File: src/rtl/pc_fetch_sequencer_if.sv
// Bundle between the fetch sequencer and its driver (top level or bench).
// master: drives Start/stall, the decoder branch fields and the LUT write port;
//         observes PC, fetch_valid and Done.
// slave : the sequencer itself.
interface pc_fetch_sequencer_if #(
  parameter int PC_W = 10
);
  logic            Start;
  logic            stall;
  logic            jump_en;
  logic            immOrLUT;
  logic [3:0]      target_idx;
  logic            lut_we;
  logic [3:0]      lut_waddr;
  logic [PC_W-1:0] lut_wdata;
  logic [PC_W-1:0] PC;
  logic            fetch_valid;
  logic            Done;

  modport master (
    output Start, stall, jump_en, immOrLUT, target_idx,
           lut_we, lut_waddr, lut_wdata,
    input  PC, fetch_valid, Done
  );

  modport slave (
    input  Start, stall, jump_en, immOrLUT, target_idx,
           lut_we, lut_waddr, lut_wdata,
    output PC, fetch_valid, Done
  );
endinterface

File: src/rtl/pc_fetch_sequencer.sv
// Program counter and fetch sequencer feeding the control decoder.
// Chooses the next PC from sequential increment, a PC-relative signed 4-bit
// offset, or a 16-entry branch-target LUT, and runs the Start/Done handshake.
// Ports:
//   Clk   - rising-edge clock
//   Reset - synchronous, active-high; clears state, PC and the LUT
//   bus   - slave side of pc_fetch_sequencer_if (handshake, branch inputs,
//           LUT write port, PC/fetch_valid/Done outputs)
module pc_fetch_sequencer #(
  parameter int PC_W      = 10,
  parameter int LUT_DEPTH = 16,
  parameter int LAST_ADDR = 1023
) (
  input  logic                  Clk,
  input  logic                  Reset,
  pc_fetch_sequencer_if.slave   bus
);

  typedef enum logic [1:0] {
    IDLE = 2'd0,
    RUN  = 2'd1,
    DONE = 2'd2
  } state_t;

  state_t          state_q, state_d;
  logic [PC_W-1:0] pc_q, pc_d;
  logic [PC_W-1:0] lut_q [LUT_DEPTH];
  logic [PC_W-1:0] lut_d [LUT_DEPTH];

  logic [PC_W-1:0] rel_off;
  logic [PC_W-1:0] jump_tgt;

  assign rel_off  = {{(PC_W-4){bus.target_idx[3]}}, bus.target_idx};
  // LUT read uses the registered array, so a same-cycle write is not seen.
  assign jump_tgt = bus.immOrLUT ? lut_q[bus.target_idx] : pc_q + rel_off;

  always_comb begin
    state_d = state_q;
    pc_d    = pc_q;
    lut_d   = lut_q;

    if (bus.lut_we) begin
      lut_d[bus.lut_waddr] = bus.lut_wdata;
    end

    unique case (state_q)
      IDLE: begin
        if (bus.Start) begin
          state_d = RUN;
          pc_d    = '0;
        end
      end
      RUN: begin
        if (!bus.stall) begin
          if (bus.jump_en) begin
            pc_d = jump_tgt;
          end else if (pc_q == PC_W'(LAST_ADDR)) begin
            state_d = DONE;
          end else begin
            pc_d = pc_q + PC_W'(1);
          end
        end
      end
      DONE: begin
        if (bus.Start) begin
          state_d = RUN;
          pc_d    = '0;
        end
      end
      default: begin
        state_d = IDLE;
        pc_d    = '0;
      end
    endcase
  end

  always_ff @(posedge Clk) begin
    if (Reset) begin
      state_q <= IDLE;
      pc_q    <= '0;
      for (int unsigned i = 0; i < LUT_DEPTH; i++) begin
        lut_q[i] <= '0;
      end
    end else begin
      state_q <= state_d;
      pc_q    <= pc_d;
      lut_q   <= lut_d;
    end
  end

  assign bus.PC          = pc_q;
  assign bus.fetch_valid = (state_q == RUN);
  assign bus.Done        = (state_q == DONE);

endmodule

File: src/flat_wrapper.sv
// flat-port wrapper written by rule: the top's interface ports become plain ports
module pc_fetch_sequencer_flat 
#(
  parameter int PC_W      = 10,
  parameter int LUT_DEPTH = 16,
  parameter int LAST_ADDR = 1023
)
  (Clk, Reset, bus_Start, bus_stall, bus_jump_en, bus_immOrLUT, bus_target_idx, bus_lut_we, bus_lut_waddr, bus_lut_wdata, bus_PC, bus_fetch_valid, bus_Done);
  pc_fetch_sequencer_if #(.PC_W(PC_W)) bus_i ();
  input  logic Clk;
  input  logic Reset;
  input wire logic [$bits(bus_i.Start)-1:0] bus_Start;
  input wire logic [$bits(bus_i.stall)-1:0] bus_stall;
  input wire logic [$bits(bus_i.jump_en)-1:0] bus_jump_en;
  input wire logic [$bits(bus_i.immOrLUT)-1:0] bus_immOrLUT;
  input wire logic [$bits(bus_i.target_idx)-1:0] bus_target_idx;
  input wire logic [$bits(bus_i.lut_we)-1:0] bus_lut_we;
  input wire logic [$bits(bus_i.lut_waddr)-1:0] bus_lut_waddr;
  input wire logic [$bits(bus_i.lut_wdata)-1:0] bus_lut_wdata;
  output wire logic [$bits(bus_i.PC)-1:0] bus_PC;
  output wire logic [$bits(bus_i.fetch_valid)-1:0] bus_fetch_valid;
  output wire logic [$bits(bus_i.Done)-1:0] bus_Done;
  assign bus_i.Start = bus_Start;
  assign bus_i.stall = bus_stall;
  assign bus_i.jump_en = bus_jump_en;
  assign bus_i.immOrLUT = bus_immOrLUT;
  assign bus_i.target_idx = bus_target_idx;
  assign bus_i.lut_we = bus_lut_we;
  assign bus_i.lut_waddr = bus_lut_waddr;
  assign bus_i.lut_wdata = bus_lut_wdata;
  assign bus_PC = bus_i.PC;
  assign bus_fetch_valid = bus_i.fetch_valid;
  assign bus_Done = bus_i.Done;
  pc_fetch_sequencer #(.PC_W(PC_W), .LUT_DEPTH(LUT_DEPTH), .LAST_ADDR(LAST_ADDR)) u_core (.Clk(Clk), .Reset(Reset), .bus(bus_i));
endmodule
File: config.mk
export PLATFORM = sky130hd
export DESIGN_NAME = pc_fetch_sequencer_flat
export DESIGN_NICKNAME = d
export VERILOG_FILES = /design/src/rtl/pc_fetch_sequencer_if.sv /design/src/rtl/pc_fetch_sequencer.sv /design/src/flat_wrapper.sv
export SDC_FILE = /design/constraint.sdc
export NUM_CORES = 1
export LEC_CHECK = 0
export ABC_AREA = 1
export BUFFER_PORTS_ARGS = -buffer_cell sky130_fd_sc_hd__buf_2
export CAP_MARGIN = 20
export CORE_MARGIN = 1
export CORE_UTILIZATION = 45
export CTS_CLUSTER_SIZE = 10
export DETAILED_ROUTE_END_ITERATION = 12
export PLACE_DENSITY = 0.59
export SYNTH_ARGS = -nofsm -noshare
export SYNTH_HDL_FRONTEND = slang
export SYNTH_SLANG_ARGS = --single-unit
File: constraint.sdc
create_clock -name Clk -period 1.85 [get_ports Clk]
set_input_delay 0.2775 -clock Clk [delete_from_list [all_inputs] [get_ports Clk]]
set_output_delay 0.2775 -clock Clk [all_outputs]
set_load 0.01 [all_outputs]
==> key figures, run 1 <==
Drt
  • TritonRoute pass-1 iters: 5
  • Vias: 8,306
  • DR WL/cell: 16.7 um
  • Final wirelength: 26,000 um
  • Iter 0 DRT Violations: 811
  • Avg Vias per Cell: about 5.3
  • DRT antenna net count: 0
  • Drt drc: 0

Layout
  • # diodes: 0
  • Nets@finish: around 1,400
  • Share of cells above drive strength 1: 11.5%
  • Most frequent cells in the layout: nor2_1, nand2_1, dfxtp_1
  • Commonest non-fill, non-tap cell in the layout: nor2_1
  • Fin cells: 1,556
  • P&R area growth vs syn: 14.7%

Placed design
  • RD Place Congestion: slightly above 0.8
  • Buffers added on ports: 36
  • HPWL reported at the end of detailed placement: 16,900 um
  • Setup WS pre-CTS: 0.0262 ns
  • Placed cells: around 1,500

Clock tree
  • Worst skew pair latency: 0.44 ns
  • # resized after CTS: 0
  • TritonCTS buffer count: 17
  • Hold-fix buffers, CTS: 0
  • Clock sink count: 172
  • Clock Tree Buf Depth: 2
  • CTS root buffer: clkbuf_16
  • Depth of the CTS H-tree: 4
  • CTS clk-pin slew, worst paths: 0.07 ns
  • CTS tree: yes
  • # Post-CTS Setup Buffers: 0

Synth
  • #FFs+latches synth: 172
  • Leading area contributor after synthesis: dfxtp_1
  • Cells after synthesis: ~1,300
  • Post-Syn Nets: 1,332
  • Sequential share of the synthesized area: 40.6%
  • Count of cell types in the netlist: 31
  • Top post-synthesis cells by area: dfxtp_1, o21ai_0, nand2_1
  • Post-synthesis average cell area: 6.55 um2
  • Synth top area share: 40.6%
  • Yosys warns: 0
  • Mapped Area: 0.00849 mm2

Pwr
  • Lkg Pwr: 4.26 nW
  • Tot Pwr: between 0.008 and 0.009 W
  • Pwr Density: 875 mW/mm2
  • Peak VDD IR: approximately 0.00066 V

STA
  • Final hold vios: 0
  • Clock Skews: 0.0115 ns
  • Min Tclk post-route: 1.71 ns
  • Slew @ Worst Pin: ~0.48 ns
  • Achievable clock frequency: slightly below 600 MHz
  • Setup ws final: 0.141 ns
  • Final setup TNS: 0 ns
  • Final Setup Violations: 0
  • Worst slew margin: 68.1%
  • Final period util: 92.4%
  • Max Slew Vio Count: 0

Global routing
  • Initial antenna violation count: 1
  • First-pass GRT wire length: 41,300 um
  • GRT overflow: 0
  • Largest net degree at the start of global routing: between 50 and 60
  • Vias in the first global route: 7,470
  • Gr usage total: between 20% and 30%

Setup path
  • Startpoint types: flip-flop
  • WP data arrival: 2.08 ns
  • Worst path most repeated cell: nand2_1
  • CP Data Required Time: 2.22 ns
  • Top delay family on crit path: simple AND/OR/NAND/NOR gates
  • CP cell instances: ha_2 > nand2_1 > nor2_2 > nand3_2 > nor2_4 > nand4_4 > o21ai_2 > buf_12 > nand2_1 > a21oi_1
  • WS Path Type: flip-flop to flip-flop
  • Crit path buf inv count: 1
  • Slowest cell on crit path: dfxtp_1
  • CP max stage delay: about 0.37 ns
  • Critical path capture point type: flip-flop
  • Largest fanout on the critical path: 11

Floorplanning
  • Initial Util: a little under half
  • Die Y: around 140 um
  • Row count: 49
  • Core Area: 0.0182 mm2
  • Die area: 0.0194 mm2
  • I/O pin count: 37
  • DIE WIDTH: 139 um

Flow run
  • Max cap viols: 0

Worst hold path
  • Worst hold-check path type: input port to flip-flop

Status
  • Status: completed
routing by layer:
layer	GRT usage [%]	part of all wire (%)
met1	37.5	48
met5	0	0
met3	4.06	4.3
met2	43.6	46
met4	9.12	2.3
layout make-up:
cell class                 count  area [um2]
multi-input combinational    912        4230
timing repair buffer          82         691
clock buffer                  20         467
sequential                   172        3440
fill                        1847        8470
clock inverter                12         133
inverter                     129         487
tap                          229         287
per-stage QoR:
| step | instance area (um2) | util [%] | hold slack [ns] |
|---|---|---|---|
| 2_1_floorplan | 8490 | - | 0.412 |
| 3_3_place_gp | 9120 | 50.1 | 0.431 |
| 3_5_place_dp | 9120 | 50.1 | 0.434 |
| 4_1_cts | 9720 | 53.4 | 0.159 |
| 5_1_grt | 9740 | 53.5 | 0.200 |
| 6_report | 9740 | 53.5 | 0.165 |
path summary, 6_finish.rpt:
check               startpoint                end  slack, ns  depth (start not counted)
max           u_core.bus.PC[0]  u_core.state_q[1]       0.14                         10
min                  bus_Start  u_core.state_q[1]       0.16                          3
max reg2reg   u_core.bus.PC[0]  u_core.state_q[1]       0.14                         10
min reg2reg  u_core.lut_q[158]  u_core.lut_q[158]       0.44                          2
worst register-to-register path, stage by stage, from the launching register on:
cell,delay (ns)
dfxtp_1,0.37
ha_2,0.20
nand2_1,0.07
nor2_2,0.11
nand3_2,0.09
nor2_4,0.15
nand4_4,0.14
o21ai_2,0.21
buf_12,0.15
nand2_1,0.05
a21oi_1,0.11
where the power goes:
part	switching (W)	total (W)	internal [W]
combinational	0.000683	0.00102	0.000334
sequential	0.0000397	0.00383	0.00379
clock	0.00157	0.00368	0.00211
total	0.00230	0.00853	0.00623
cell families (layout without fill, tap and decap cells):
| logic type | count (synthesis) | in the layout | synth area share, % |
|---|---|---|---|
| xor gates and xnor gates | 3 | 3 | 0.310 |
| and+or+nand+nor | 591 | 591 | 29.0 |
| adders and majority gates | 11 | 11 | 1.71 |
| buffers and inverters | 212 | 243 | 9.83 |
| AOI/OAI and AO/OA | 307 | 307 | 18.5 |
| DFF | 172 | 172 | 40.6 |
Yosys cell counts, drive strengths merged:
library cell  instances
fa                    1
buf                  27
a31oi                 1
clkbuf               56
ha                   10
o21ai               200
clkinv                3
inv                 126
nor2                226
nand2               216
o21bai                2
nand4                 5
xnor2                 2
nor3                  1
a21oi                93
xor2                  1
or2                   1
nand3               139
o211ai               11
nand3b                3
dfxtp               172
sequential cells by signal, indices dropped and copies added (netlist names):
register        count
u_core.state_q      2
u_core.bus.PC      10
u_core.lut_q      160
Note: power is estimated with default switching activity, not from simulation.
==> inputs of run 2 (changes only) <==
Settings changed: ABC_AREA 1 to default.
==> key figures, run 2 <==
Worst hold path
  • Worst hold-check path type: input port to flip-flop

Synth
  • Mapped Area: 0.00812 mm2 (-4.3%)
  • #FFs+latches synth: 172 (unchanged)
  • Post-synthesis average cell area: 10.3 um2 (+58%)
  • Top post-synthesis cells by area: dfxtp_1, mux2i_1, mux4_2
  • Ys async rst share: 0% (unchanged)
  • Sequential share of the synthesized area: 42.4% (+1.8 points)
  • Synth top area share: 42.4% (+1.8 points)
  • Count of cell types in the netlist: 50 (+61%)
  • Number of synthesized flops with an enable pin: 0 (unchanged)
  • Most used DFF post-synth: dfxtp_1
  • Most numerous cell in the Yosys netlist: dfxtp_1
  • Yosys warns: 0 (unchanged)
  • Post-Syn Nets: 821 (-38%)
  • Top cells by count, synth: dfxtp_1, nor2_1, mux2i_1
  • Cells after synthesis: 785 (-39%)
  • Leading area contributor after synthesis: dfxtp_1

Drt
  • DR WL/cell: 19.7 um (+18%)
  • Final wirelength: 22,100 um (-15%)
  • Vias: 6,296 (-24%)
  • DRT antenna net count: 0 (unchanged)
  • TritonRoute pass-1 iters: 5 (unchanged)
  • Iter 0 DRT Violations: 492 (-39%)
  • Drt drc: 0 (unchanged)
  • Avg Vias per Cell: 5.63 (+5.5%)

STA
  • RSZ-0062 raised after global routing: true
  • Final Setup Violations: 5 (+5)
  • Clock Skews: 0.00834 ns (-0.00312 ns)
  • Min Tclk post-route: 1.96 ns (+0.249 ns)
  • Final period util: 106% (+13 points)
  • Slew @ Worst Pin: 0.713 ns (+0.235 ns)
  • Setup ws final: -0.108 ns (-0.249 ns)
  • Final hold vios: 0 (unchanged)
  • Achievable clock frequency: 511 MHz (-13%)
  • Max Slew Vio Count: 0 (unchanged)
  • Worst slew margin: 52.5% (-16 points)

Layout
  • Biggest register: u_core.lut_q
  • Share of cells above drive strength 1: 29.1% (+18 points)
  • Final core occ: 57.5% (+4.0 points)
  • Most frequent cells in the layout: dfxtp_1, nor2_1, mux2i_1
  • Nets@finish: 918 (-32%)
  • Fin cells: 1,118 (-28%)
  • Commonest non-fill, non-tap cell in the layout: dfxtp_1
  • Max FFs per register: 160 (unchanged)
  • P&R area growth vs syn: 23.6%

Setup path
  • CP max stage delay: 0.38 ns (about the same)
  • Largest fanout on the critical path: 4 (-7)
  • Worst path most repeated cell: o21ai_1
  • Setup slack, reg-to-reg: -0.11 ns (-0.25 ns)
  • CP cell instances: ha_1 > o21ai_2 > nor4_2 > or2_1 > mux2_2 > o21ai_1 > o21ai_1
  • Startpoint types: flip-flop
  • CP Data Required Time: 2.16 ns (-0.06 ns)
  • Reg2reg path depth: 7 (-3)
  • FF-to-FF Start: u_core.bus.PC[3]
  • Critical Path Start: u_core.bus.PC[3]
  • WS Path Type: flip-flop to flip-flop
  • Critical path destination: u_core.bus.PC[9]
  • Reg2reg end: u_core.bus.PC[9]
  • Slowest cell on crit path: dfxtp_1
  • WP data arrival: 2.27 ns (+0.19 ns)
  • Critical path capture point type: flip-flop

Clock tree
  • Clock Tree Buf Depth: 2 (unchanged)
  • CTS clk-pin slew, worst paths: 0.07 ns (about the same)
  • Worst skew pair latency: 0.43 ns (about the same)
  • Depth of the CTS H-tree: 4 (unchanged)
  • Clock sink count: 172 (unchanged)
  • CTS tree: yes
  • TritonCTS buffer count: 17 (unchanged)
  • Hold-fix buffers, CTS: 0 (unchanged)
  • CTS root buffer: clkbuf_16

Placed design
  • Buffers added on ports: 36 (unchanged)
  • Placed cells: 1,079 (-29%)
  • HPWL reported at the end of detailed placement: 14,800 um (-12%)
  • RD Place Congestion: 0.882 (+7.1%)

Floorplanning
  • Row count: 48 (-2.0%)
  • Die area: 0.0186 mm2 (-4.3%)
  • I/O pin count: 37 (unchanged)
  • Initial Util: 46.5% (-0.15 points)
  • Core Area: 0.0175 mm2 (-4.0%)
  • Die Y: 136 um (-2.2%)
  • DIE WIDTH: 136 um (-2.2%)

Status
  • Status: finished, violations left
  • Failing checks: negative setup slack

Global routing
  • Vias in the first global route: 6,189 (-17%)
  • Largest net degree at the start of global routing: 162 (+190%)
  • Initial antenna violation count: 1 (unchanged)
  • Gr usage total: 25.2% (-2.1 points)
  • GRT overflow: 0 (unchanged)
  • First-pass GRT wire length: 34,900 um (-16%)

Pwr
  • Pwr Density: 768 mW/mm2 (-12%)
  • Lkg Pwr: 4.04 nW (-5.2%)
  • Peak VDD IR: 0.000728 V (+10%)

Flow run
  • Max cap viols: 0 (unchanged)
-- run 2: cell count changes after synthesis, sizes merged, moves of 12 or more --
| cell | previous run | this run |
|---|---|---|
| buf | 27 | 15 |
| mux4 | 0 | 47 |
| nand2 | 216 | 47 |
| a21oi | 93 | 22 |
| mux2i | 0 | 155 |
| inv | 126 | 2 |
| clkbuf | 56 | 39 |
| o21ai | 200 | 17 |
| nor2 | 226 | 175 |
| nand3 | 139 | 10 |
-- run 2: worst min path at each step --
stage	slack [ns]	cells after the start	to	from
3_5_place_dp	0.44	2	u_core.lut_q[124]	u_core.lut_q[124]
2_1_floorplan	0.42	2	u_core.state_q[0]	bus_Start
4_1_cts	0.1	3	u_core.state_q[0]	bus_Start
5_1_grt	0.12	3	u_core.state_q[0]	bus_Start
6_report	0.10	3	u_core.state_q[0]	bus_Start
3_3_place_gp	0.44	2	u_core.lut_q[127]	u_core.lut_q[127]
-- run 2: layout make-up --
| type | instances | area [um2] |
|---|---|---|
| fill | 1426 | 7430 |
| multi-input combinational | 556 | 4710 |
| sequential | 172 | 3450 |
| timing repair buffer | 132 | 1080 |
| clock buffer | 21 | 462 |
| tap | 225 | 282 |
| clock inverter | 8 | 46.3 |
| inverter | 3 | 11.3 |
| antenna | 1 | 2.50 |
-- run 2: cells by family after synthesis --
| group | Yosys count | share of synthesized area, % |
|---|---|---|
| AO/OA/AOI/OAI | 66 | 5.19 |
| flip-flops | 172 | 42.4 |
| multiplexers | 204 | 32.4 |
| buffers and inverters | 57 | 3.30 |
| AND/OR/NAND/NOR | 267 | 14.1 |
| XOR/XNOR | 8 | 0.863 |
| adder cells (fa/ha/maj) | 11 | 1.79 |
-- run 2: stage by stage --
stage / power [W] / cell area [um2] / hold slack (ns) / setup WS (ns) / TNS [ns]
after CTS: 0.00770 / 9790 / 0.0969 / -0.0856 / -0.196
after detailed placement: 0.00455 / 9170 / 0.445 / -0.322 / -2.69
after floorplan: 0.00428 / 8190 / 0.421 / 0.00188 / 0
after global placement: 0.00453 / 9170 / 0.440 / -0.342 / -2.56
final: 0.00771 / 10000 / 0.105 / -0.108 / -0.258
after global routing: 0.00799 / 10000 / 0.122 / -0.192 / -1.01
-- run 2: timing repair --
item	4_1_cts	5_1_grt
resized for setup	16	35
setup buffers	3	5
pin swaps	13	14
endpoints found under the setup margin	7	10
cloned	0	1
-- run 2: report_power, final --
part / internal [W] / switching (W) / total [W]
Sequential: 0.00375 / 0.0000369 / 0.00379
Clock: 0.00176 / 0.00142 / 0.00318
Combinational: 0.000328 / 0.000413 / 0.000742
-- run 2: layer usage --
layer  GRT usage (%)  wire, um
met5               0         0
met4            9.51       583
met3            4.59      1010
met2            41.4     10700
met1            32.8      9810
-- run 2: worst max-delay path, delay by kind of cell, from the launching register on --
kind / cells / cell delay, ns
and+or+nand+nor: 2 / 0.50
adders and majority gates: 1 / 0.36
AOI/OAI and AO/OA: 3 / 0.26
DFF: 1 / 0.38
muxes: 1 / 0.35
